<file path="src/rtl/cpu_pipe_pkg.sv">
// Shared types and constants for the pipelined CPU stage registers.
// EX->MEM slot layout, status bit positions and write-back select codes.
package cpu_pipe_pkg;

    localparam int DATA_W = 16;
    localparam int RN_W   = 3;
    localparam int VSEL_W = 2;
    localparam int STAT_W = 3;
    localparam int CNT_W  = 16;

    localparam int STAT_Z = 0;
    localparam int STAT_N = 1;
    localparam int STAT_V = 2;

    typedef enum logic [VSEL_W-1:0] {
        VSEL_ALU = 2'd0,
        VSEL_MEM = 2'd1,
        VSEL_PC  = 2'd2,
        VSEL_IMM = 2'd3
    } vsel_e;

    typedef struct packed {
        logic [DATA_W-1:0] alu;
        logic [STAT_W-1:0] status;
        logic [DATA_W-1:0] b;
        logic [VSEL_W-1:0] vsel;
        logic [RN_W-1:0]   write_num;
        logic              write;
        logic              mem_rd;
        logic              mem_wr;
    } ex_mem_t;

    function automatic logic rn_match(
        input logic [RN_W-1:0] a,
        input logic [RN_W-1:0] b
    );
        return a == b;
    endfunction

endpackage

</file>
<file path="src/rtl/ex_mem_stage_reg_sat_counter.sv">
// Saturating up-counter used for stage performance statistics.
// Sticks at all-ones instead of wrapping.
module sat_counter #(
    parameter int CNT_W = 16
) (
    input  logic             clk,
    input  logic             reset,
    input  logic             inc,
    output logic [CNT_W-1:0] count
);

    localparam logic [CNT_W-1:0] ONE = CNT_W'(1);

    logic at_max;

    assign at_max = &count;

    always_ff @(posedge clk) begin
        if (reset) begin
            count <= '0;
        end else if (inc && !at_max) begin
            count <= count + ONE;
        end
    end

endmodule

</file>
<file path="src/rtl/ex_mem_stage_reg.sv">
// EX->MEM pipeline register with valid, stall/flush, operand forwarding,
// load-use detection and saturating stall/bubble counters.
module ex_mem_stage_reg
    import cpu_pipe_pkg::*;
#(
    parameter int DATA_W = 16,
    parameter int RN_W   = 3,
    parameter int VSEL_W = 2,
    parameter int STAT_W = 3,
    parameter int CNT_W  = 16
) (
    input  logic              clk,
    input  logic              reset,
    input  logic              ex_valid,
    input  logic [DATA_W-1:0] ex_alu,
    input  logic [STAT_W-1:0] ex_status,
    input  logic [DATA_W-1:0] ex_b,
    input  logic [VSEL_W-1:0] ex_vsel,
    input  logic [RN_W-1:0]   ex_write_num,
    input  logic              ex_write,
    input  logic              ex_mem_rd,
    input  logic              ex_mem_wr,
    input  logic              stall,
    input  logic              flush,
    input  logic [RN_W-1:0]   id_rs_a,
    input  logic [RN_W-1:0]   id_rs_b,
    output logic              mem_valid,
    output logic [DATA_W-1:0] mem_alu,
    output logic [STAT_W-1:0] mem_status,
    output logic [DATA_W-1:0] mem_b,
    output logic [VSEL_W-1:0] mem_vsel,
    output logic [RN_W-1:0]   mem_write_num,
    output logic              mem_write,
    output logic              mem_mem_rd,
    output logic              mem_mem_wr,
    output logic              fwd_a_hit,
    output logic              fwd_b_hit,
    output logic [DATA_W-1:0] fwd_data,
    output logic              load_use,
    output logic [CNT_W-1:0]  stall_cnt,
    output logic [CNT_W-1:0]  bubble_cnt
);

    ex_mem_t slot_q;
    ex_mem_t slot_d;
    logic    valid_q;
    logic    stall_inc;
    logic    bubble_inc;
    logic    hit_a;
    logic    hit_b;

    // Enables are qualified by valid at capture so MEM never sees a ghost op.
    always_comb begin
        slot_d           = '0;
        slot_d.alu       = ex_alu;
        slot_d.status    = ex_status;
        slot_d.b         = ex_b;
        slot_d.vsel      = ex_vsel;
        slot_d.write_num = ex_write_num;
        slot_d.write     = ex_valid & ex_write;
        slot_d.mem_rd    = ex_valid & ex_mem_rd;
        slot_d.mem_wr    = ex_valid & ex_mem_wr;
    end

    always_ff @(posedge clk) begin
        if (reset) begin
            slot_q  <= '0;
            valid_q <= 1'b0;
        end else if (flush) begin
            valid_q       <= 1'b0;
            slot_q.write  <= 1'b0;
            slot_q.mem_rd <= 1'b0;
            slot_q.mem_wr <= 1'b0;
        end else if (!stall) begin
            valid_q <= ex_valid;
            slot_q  <= slot_d;
        end
    end

    assign mem_valid     = valid_q;
    assign mem_alu       = slot_q.alu;
    assign mem_status    = slot_q.status;
    assign mem_b         = slot_q.b;
    assign mem_vsel      = slot_q.vsel;
    assign mem_write_num = slot_q.write_num;
    assign mem_write     = slot_q.write;
    assign mem_mem_rd    = slot_q.mem_rd;
    assign mem_mem_wr    = slot_q.mem_wr;
    assign fwd_data      = slot_q.alu;

    // A load's result is not known until MEM, so it stalls rather than forwards.
    always_comb begin
        hit_a     = rn_match(slot_q.write_num, id_rs_a);
        hit_b     = rn_match(slot_q.write_num, id_rs_b);
        fwd_a_hit = 1'b0;
        fwd_b_hit = 1'b0;
        load_use  = 1'b0;
        if (valid_q && slot_q.write) begin
            fwd_a_hit = !slot_q.mem_rd && hit_a;
            fwd_b_hit = !slot_q.mem_rd && hit_b;
            load_use  = slot_q.mem_rd && (hit_a || hit_b);
        end
    end

    assign stall_inc  = stall & ~flush;
    assign bubble_inc = flush | (~stall & ~ex_valid);

    sat_counter #(
        .CNT_W (CNT_W)
    ) u_stall_cnt (
        .clk   (clk),
        .reset (reset),
        .inc   (stall_inc),
        .count (stall_cnt)
    );

    sat_counter #(
        .CNT_W (CNT_W)
    ) u_bubble_cnt (
        .clk   (clk),
        .reset (reset),
        .inc   (bubble_inc),
        .count (bubble_cnt)
    );

endmodule

</file>
<file path="config.mk">
export PLATFORM = sky130hd
export DESIGN_NAME = ex_mem_stage_reg
export DESIGN_NICKNAME = d
export VERILOG_FILES = /design/src/rtl/cpu_pipe_pkg.sv /design/src/rtl/ex_mem_stage_reg_sat_counter.sv /design/src/rtl/ex_mem_stage_reg.sv
export SDC_FILE = /design/constraint.sdc
export NUM_CORES = 1
export LEC_CHECK = 0
export ABC_AREA = 1
export BUFFER_PORTS_ARGS = -buffer_cell sky130_fd_sc_hd__buf_4
export CAP_MARGIN = 20
export CELL_PAD_IN_SITES_DETAIL_PLACEMENT = 0
export CELL_PAD_IN_SITES_GLOBAL_PLACEMENT = 2
export CORE_UTILIZATION = 22
export DETAILED_ROUTE_END_ITERATION = 16
export GPL_TIMING_DRIVEN = 1
export PLACE_DENSITY_LB_ADDON = 0.1
export SETUP_SLACK_MARGIN = 0.02
export SLEW_MARGIN = 25
export SYNTH_ARGS = -nofsm -noshare
export SYNTH_HDL_FRONTEND = slang
export SYNTH_SLANG_ARGS = --single-unit
export TNS_END_PERCENT = 1
</file>
<file path="constraint.sdc">
create_clock -name clk -period 1.28 [get_ports clk]
set_input_delay 0.128 -clock clk [delete_from_list [all_inputs] [get_ports clk]]
set_output_delay 0.128 -clock clk [all_outputs]
set_load 0.05 [all_outputs]
</file>
==> summary.md, run 1 <==
After detailed routing, the average wire length per cell comes to 12.6 µm. The final antenna diode count is 0, and the full die area is 16800 µm². Detailed placement ended at an HPWL of 8.52 mm.

Number of remaining DRC errors: 0. In the final design database the tool counted 774 nets. The run gives 1580 µm² as the area of all sequential standard cells.

Of the cells placed in the final design, the portion with a size suffix greater than 1 is 45.9%. The run gives 38.2% as the part of the total power dissipated in sequential elements. The most frequent cell after synthesis is sky130_fd_sc_hd__nor2_1. STA puts the critical path data arrival time at 1340 ps. Synthesis handed over a netlist of 520 instances.

The routed via count is 3956, and the total buffers and inverters traversed by the critical path is 1. At the pin with the least slew margin, the transition time is 270 ps. In this run the power density over the cells is 1120 nW/µm². The final RePlAce weighted congestion came out at 0.728.

For this design the static power due to leakage is 2.76 nW. Internal power comes to 4.78 mW. Yosys printed 0 warnings. For this design the top-level I/O count stands at 149. The final max-slew violation count is 0, and the synthesized-area fraction occupied by xor and xnor cells is 1.71%. The peak per-stage delay on the critical path is 370 ps. Setup repair after global routing could not meet its margin everywhere. Summing internal, switching and leakage power gives 6.65 mW. The synthesized flop and latch total works out to 76. The cell sitting at the root of the clock tree is a sky130_fd_sc_hd__clkbuf_16.

For the total clock buffers created by CTS, the log shows 9. The global-route usage over all layers is 14.5%. The checks that failed: negative setup slack. Of the total power, combinational logic draws 18.2%. The x dimension of the die is 130 µm. The tools report the endpoint type of the worst setup path as an output pin. The post-layout worst setup margin was -193 ps; the worst endpoint required time was 1150 ps.

Counting every net in the synthesized netlist gives 576. After detailed routing, the total wire length is 11.8 mm. The H-tree was split into 3 levels.

Relative to the synthesized area, the layout overhead comes to 65.9%. In this run the tightest slew margin relative to its limit is 82.0%. For this run, the detailed router's first-pass iteration total came to 4. Die span in y: 130 µm. Hold violation total from the final report: 0.

Derived from the worst setup path, the maximum achievable clock frequency is 679 MHz. The number of synthesized flops with an enable pin was 0; the post-detailed-route via-to-cell ratio was 4.22. Net switching is 28.1% of the power. The reported max-cap violation count was 0; the number of design-rule violations left by the first detailed-router iteration was 132. The synthesized netlist devotes 0.697% of its cell area to adder and majority cells. For the final database, setup skew stands at 6.42 ps. The final hold slack is 16.3 ps. Summed over all instances, the cell type with the most area after synthesis is sky130_fd_sc_hd__dfxtp_1.

The remaining antenna violation count was 0; the post-synthesis area per instance was 6.90 µm². The signal on the critical path passes through xnor2_2 -> nand3_2 -> a21oi_4 -> buf_6. By count the netlist is led by 155 x sky130_fd_sc_hd__nor2_1, 78 x sky130_fd_sc_hd__nand2_1, 76 x sky130_fd_sc_hd__dfxtp_1.

The start-to-end type of the worst setup path was flop to output pin. Of all flip-flops after synthesis, the portion carrying an async set or reset was 0%. After clock tree synthesis, the clock-pin slew on the worst setup and hold paths is 60 ps.

The switching power is 1.87 mW. The peak supply drop was 0.641 mV; the initial antenna violation count was 0. Setup violations remaining at the end of the flow were counted as 24. The simple-gate portion of the synthesized area was 35.1%; the starting density of the core was 22.6%. For this run, the leading register cell type out of synthesis is sky130_fd_sc_hd__dfxtp_1. The slowest cell on the critical path is sky130_fd_sc_hd__dfxtp_4. The flow ran to the end, but the final reports show violations. The setup check on the worst reg-to-reg path leaves a slack of -80 ps. Measured on the finished design, the core utilization comes to 37.5%. By area the synthesized netlist is led by sky130_fd_sc_hd__dfxtp_1 42%, sky130_fd_sc_hd__nor2_1 16%, sky130_fd_sc_hd__nand2_1 8.2%, sky130_fd_sc_hd__nand3_1 5.3%, sky130_fd_sc_hd__o21ai_0 4.7%. The run gives 1950 µm² as the area used by multi-input combinational logic. The maximum net fanout on the critical path is 4.

The register area share after synthesis was 42.4%. Overall overflow remaining after global route: 0. The cell class contributing the biggest share of worst-path delay was flip-flops.

The fraction of power consumed by the clock network is 43.6%, and the combined area of all synthesized cells is 3590 µm². The smallest clock period supported by the final layout is computed as 1470 ps. The deepest clock path buffer count is 2. The run gives 31 as the count of cell types in the netlist. TritonCTS built the clock tree. Number of global-route vias before repair: 3813. The fraction of synthesized cell area taken by the top area cell type is 42.4%, and the area of the core is 15900 µm². The worst path uses 115% of the clock period. The tools report the number of sinks handled by clock tree synthesis as 76.

The worst hold path belongs to the class input pin to flop. Entering global routing, the biggest net connects 56 pins. At the placement stage, the worst setup path has a slack of -153 ps. The proportion of synthesized area in mux cells was 0%; the number of core rows was 46. The type of element launching the critical path was a flop. Port buffering added 148 buffers. The first global-routing pass estimated 18.8 mm of wire. The synthesized netlist devotes 11.2% of its cell area to compound gates. The run gives 330 ps as the later-pin clock latency in the skew report. Dominant combinational cell family by area after synthesis: simple AND/OR/NAND/NOR gates.

Count of fill cells added during filler insertion: 1747.
## final cells by class
type / count / area share (%)
clock inverter: 5 / 1.72
clock buffer: 9 / 3.78
inverter: 27 / 1.70
tap: 216 / 4.54
timing repair buffer: 222 / 29.0
multi-input combinational: 382 / 32.8
sequential: 76 / 26.5
## flip-flops by register name, indices dropped and copies added (netlist names)
signal	flops
fwd_data	16
mem_valid	1
mem_vsel	2
u_bubble_cnt.count	16
mem_mem_rd	1
mem_status	3
u_stall_cnt.count	16
mem_b	16
mem_write_num	3
mem_write	1
mem_mem_wr	1
## stage by stage
step / area [µm²] / instances / setup TNS (ps)
finish: 5950 / 937 / -1350
detailed placement: 5460 / 921 / -2160
global placement: 5460 / 921 / -1500
CTS: 5910 / 937 / -1470
floorplan: 3720 / 520 / -7240
global route: 5950 / 937 / -4740
## power groups by stage
| stage | clock (mW) | sequential [mW] | combinational (mW) |
|---|---|---|---|
| global route | 3.09 | 2.56 | 1.29 |
| floorplan | 0 | 2.94 | 0.413 |
| finish | 2.90 | 2.54 | 1.21 |
| global placement | 0 | 2.59 | 1.18 |
| detailed placement | 0 | 2.59 | 1.19 |
| CTS | 3.01 | 2.54 | 1.22 |
## cell families (layout without fill, tap and decap cells)
group	Yosys count	after routing
AO/OA/AOI/OAI	77	77
adder cells (fa/ha/maj)	2	2
XOR/XNOR	7	7
flip-flops	76	76
buffers and inverters	62	263
AND/OR/NAND/NOR	296	296
## final timing paths
check	startpoint	cells past startpoint	end
setup / recovery	mem_write_num[1]	4	load_use
hold / removal	ex_write_num[1]	3	mem_write_num[1]
setup reg to reg	u_bubble_cnt.count[1]	7	u_bubble_cnt.count[11]
hold reg to reg	mem_mem_wr	2	mem_mem_wr
## repair_timing
item,4_1_cts,5_1_grt
pin swaps,11,8
setup buffers,1,0
gates resized for setup,24,15
hold endpoints to repair,3,0
hold buffers,1,0
setup endpoints to repair,33,35
## worst reg2reg max path: stages (launching register included)
cell and delay, ps:
sky130_fd_sc_hd__dfxtp_4 360, sky130_fd_sc_hd__ha_4 140, sky130_fd_sc_hd__nand2_4 60, sky130_fd_sc_hd__nor2_4 130, sky130_fd_sc_hd__nand2_4 100, sky130_fd_sc_hd__o21ai_2 270, sky130_fd_sc_hd__nand2_1 80, sky130_fd_sc_hd__a21oi_1 150
## layout by cell type, fill, tap and decap left out, types with 2 or more instances in the layout
cell                        count
sky130_fd_sc_hd__o21ai_0       34
sky130_fd_sc_hd__nand3_1       35
sky130_fd_sc_hd__dfxtp_1       43
sky130_fd_sc_hd__clkbuf_16      9
sky130_fd_sc_hd__nand2_4        2
sky130_fd_sc_hd__nand3b_1       2
sky130_fd_sc_hd__dfxtp_2       28
sky130_fd_sc_hd__bufinv_16      3
sky130_fd_sc_hd__nor2_2        18
sky130_fd_sc_hd__a21oi_2       10
sky130_fd_sc_hd__inv_2          7
sky130_fd_sc_hd__nand3_2        4
sky130_fd_sc_hd__nand4_1        8
sky130_fd_sc_hd__xnor2_2        6
sky130_fd_sc_hd__o21ai_1       11
sky130_fd_sc_hd__dfxtp_4        5
sky130_fd_sc_hd__nand2_1       75
sky130_fd_sc_hd__inv_1         20
sky130_fd_sc_hd__buf_6          3
sky130_fd_sc_hd__nand2_2        3
sky130_fd_sc_hd__a21oi_1       19
sky130_fd_sc_hd__nor2_1       137
sky130_fd_sc_hd__buf_12         3
sky130_fd_sc_hd__nor2_4         6
sky130_fd_sc_hd__buf_4        214
## per-layer routing
layer | up-vias | global-route usage (%) | part of all wire [%]
met5 | - | 0 | 0
met1 | 1786 | 16.9 | 43
met3 | 12 | 4.63 | 7.3
met4 | 0 | 5.75 | 1.6
met2 | 100 | 24.6 | 48
li1 | 2058 | - | -
Note: power is estimated with default switching activity, not from simulation.
==> inputs of run 2 (changes only) <==
--- a/config.mk
+++ b/config.mk
@@ -10,11 +10,12 @@
 export CAP_MARGIN = 20
 export CELL_PAD_IN_SITES_DETAIL_PLACEMENT = 0
 export CELL_PAD_IN_SITES_GLOBAL_PLACEMENT = 2
+export CORE_ASPECT_RATIO = 1.4
 export CORE_UTILIZATION = 22
 export DETAILED_ROUTE_END_ITERATION = 16
 export GPL_TIMING_DRIVEN = 1
 export PLACE_DENSITY_LB_ADDON = 0.1
-export SETUP_SLACK_MARGIN = 0.02
+export SETUP_SLACK_MARGIN = 0.2
 export SLEW_MARGIN = 25
 export SYNTH_ARGS = -nofsm -noshare
 export SYNTH_HDL_FRONTEND = slang
==> run 2 against run 1 <==
Effect of this change: the flow still finishes with violations (negative setup slack); flip-flop and latch count unchanged; combinational power up 9.9%; setup slack worse by 3.7 ps.
==> summary.md, run 2 (synthesis results as in run 1) <==
The run finished, with violations left. Violated checks: negative setup slack (unchanged). The number of sinks handled by clock tree synthesis was 76 (unchanged); the total power of the final layout was 7.03 mW (was 6.65 mW). For the remaining antenna violation count, the log shows 0 (unchanged). The die span in y works out to 153 µm (was 130 µm).

The power density normalized to cell area was 1060 nW/µm² (was 1120 nW/µm²); the deepest clock path buffer count was 2 (unchanged). The logs give 0 (unchanged) for the hold violation total from the final report and 2.97 nW (was 2.76 nW) for the leakage dissipation. Clock-pin slew of the registers on the worst-case setup and hold paths: 60 ps (about the same). The top-level port count is 149 (unchanged). The tools report the type of element launching the critical path as a flop (unchanged). The path type of the worst min-delay path was input pin to flop (unchanged). The met3 usage in global routing is 4.95% (was 4.63%), and the relative slew slack is 81.5% (was 82.0%). For the count of fill cells added during filler insertion, the log shows 1602 (was 1747).

The run gives 3972 (was 3813) as the number of global-route vias before repair. The actual slew at the worst max-slew pin is 277 ps (was 270 ps). The run gives 0 (unchanged) as the number of remaining DRC errors. The tools report the number of endpoints failing setup at the final stage as 23 (was 24). Highest-count cells in the layout ignoring fill and taps: 144 x sky130_fd_sc_hd__buf_4, 138 x sky130_fd_sc_hd__nor2_1, 74 x sky130_fd_sc_hd__nand2_1 (was 214 x sky130_fd_sc_hd__buf_4, 137 x sky130_fd_sc_hd__nor2_1, 75 x sky130_fd_sc_hd__nand2_1). The area of the core is 15700 µm² (was 15900 µm²), and the proportion of layout cells with a drive suffix above 1 is 45.5% (was 45.9%). The cell depth of the worst flop-to-flop path is 9 (was 7). The final setup skew was 7.64 ps (was 6.42 ps); the detailed-routing iteration count for the pre-antenna-repair pass was 4 (unchanged). The run gives 54 (was 46) as the number of core rows. The layer with the highest usage after global routing was met2 (unchanged). The initial antenna violation count came out at 0 (unchanged). The average wire per standard cell works out to 12.8 µm (was 12.6 µm). The tools report the area used by multi-input combinational logic as 2000 µm² (was 1950 µm²). Final net count: 798 (was 774). The cell at the root of the clock tree is sky130_fd_sc_hd__clkbuf_16 (unchanged). The tools report the starting density of the core as 22.8% (was 22.6%). The ratio of final minimum period to clock period was 115% (about the same); the worst hold path cell count was 3 (unchanged).

The run gives 340 ps (was 330 ps) as the later-pin clock latency in the skew report. The final hold slack was 14.0 ps (was 16.3 ps). TritonCTS built the clock tree. The tools report the final antenna diode count as 0 (unchanged).

Endpoint type of the worst setup path: an output pin (unchanged). The overall overflow remaining after global route was 0 (unchanged); the pin count of the biggest net entering global routing was 41 (was 56). The quantity of I/O buffers inserted on ports is 148 (unchanged), and the full die area is 16800 µm² (about the same). The run gives 0 (unchanged) as the reported max-cap violation count. The global-route usage over all layers came out at 14.9% (was 14.5%).

The start-to-end type of the worst setup path is flop to output pin (unchanged). The first-pass GRT wire length came out at 19.3 mm (was 18.8 mm). The core utilization of the finished layout is 42.3% (was 37.5%), and the x dimension of the die is 110 µm (was 130 µm).

Setup repair after global routing could not meet its margin everywhere. The minimum clock period was 1480 ps (was 1470 ps); the routed via count was 4022 (was 3956). The final max-slew violation count was 0 (unchanged); the post-synthesis to final-layout area growth was 85.6% (was 65.9%). The half-perimeter wire length of the detailed placement result was 8.76 mm (was 8.52 mm). The logs give 0.624 mV (was 0.641 mV) for the peak supply drop and 16.5% (was 16.9%) for the met1 track demand over resource in global routing.

The area of all sequential standard cells was 1600 µm² (was 1580 µm²); the final wirelength was 12.1 mm (was 11.8 mm). The leading cell type in the layout, fill and taps excluded was sky130_fd_sc_hd__buf_4 (unchanged). The maximum net fanout on the critical path came out at 4 (unchanged). For the final RePlAce weighted congestion, the log shows 0.704 (was 0.728). The worst endpoint required time is 1150 ps (about the same). The tools report the number of design-rule violations left by the first detailed-router iteration as 99 (was 132). For the level count of the clock H-tree, the log shows 3 (unchanged). The total clock buffers created by CTS was 9 (unchanged); the arrival time of the worst setup path was 1350 ps (was 1340 ps).

The met2 layer usage reported by global route is 26.0% (was 24.6%). The highest attainable clock frequency was 677 MHz (was 679 MHz). The post-layout worst setup margin was -196 ps (was -193 ps). The post-detailed-route via-to-cell ratio works out to 4.27 (was 4.22).
[run 2: metrics by stage]
step / worst slack, ps / instances / TNS [ps] / cell area (µm²)
4_1_cts: -205 / 943 / -1950 / 6490
6_report: -196 / 943 / -1430 / 6660
2_1_floorplan: -265 / 520 / -7240 / 3720
5_1_grt: -253 / 943 / -4210 / 6660
3_3_place_gp: -153 / 898 / -1640 / 5410
3_5_place_dp: -164 / 898 / -2610 / 5410
[run 2: metal layers]
metal  wire [µm]  share of wire (%)
met1        4870                 40
met3         716                5.9
met5           0                  0
met2        6350                 53
met4         120                1.0
[run 2: what timing repair did]
action	4_1_cts	5_1_grt
hold endpoints to repair	28	0
pin swaps	12	9
setup endpoints to repair	71	78
buffers inserted	3	0
resized for setup	113	48
hold buffers	26	0
[run 2: area by class of cell]
cell class                 instances  area share, %
clock inverter                     6           2.05
sequential                        76           24.0
tap                              196           3.68
timing repair buffer             246           35.3
inverter                          27           1.52
multi-input combinational        382           30.0
clock buffer                      10           3.44
[run 2: report_power, final]
group          internal (mW)  switching [mW]
Clock                   2.11            1.06
Sequential              2.45          0.0799
Combinational          0.531           0.797
[run 2: path summary, 6_finish.rpt]
kind	end	startpoint	slack, ps
max	load_use	mem_write_num[1]	-200
min	mem_b[0]	ex_b[0]	10
min reg2reg	mem_mem_wr	mem_mem_wr	470
max reg2reg	u_bubble_cnt.count[9]	u_bubble_cnt.count[1]	-100
[run 2: critical path, cell delays in order, from the launching register on]
cell	delay [ps]
sky130_fd_sc_hd__dfxtp_4	370
sky130_fd_sc_hd__xnor2_2	150
sky130_fd_sc_hd__nand3_2	150
sky130_fd_sc_hd__a21oi_4	180
sky130_fd_sc_hd__buf_6	170
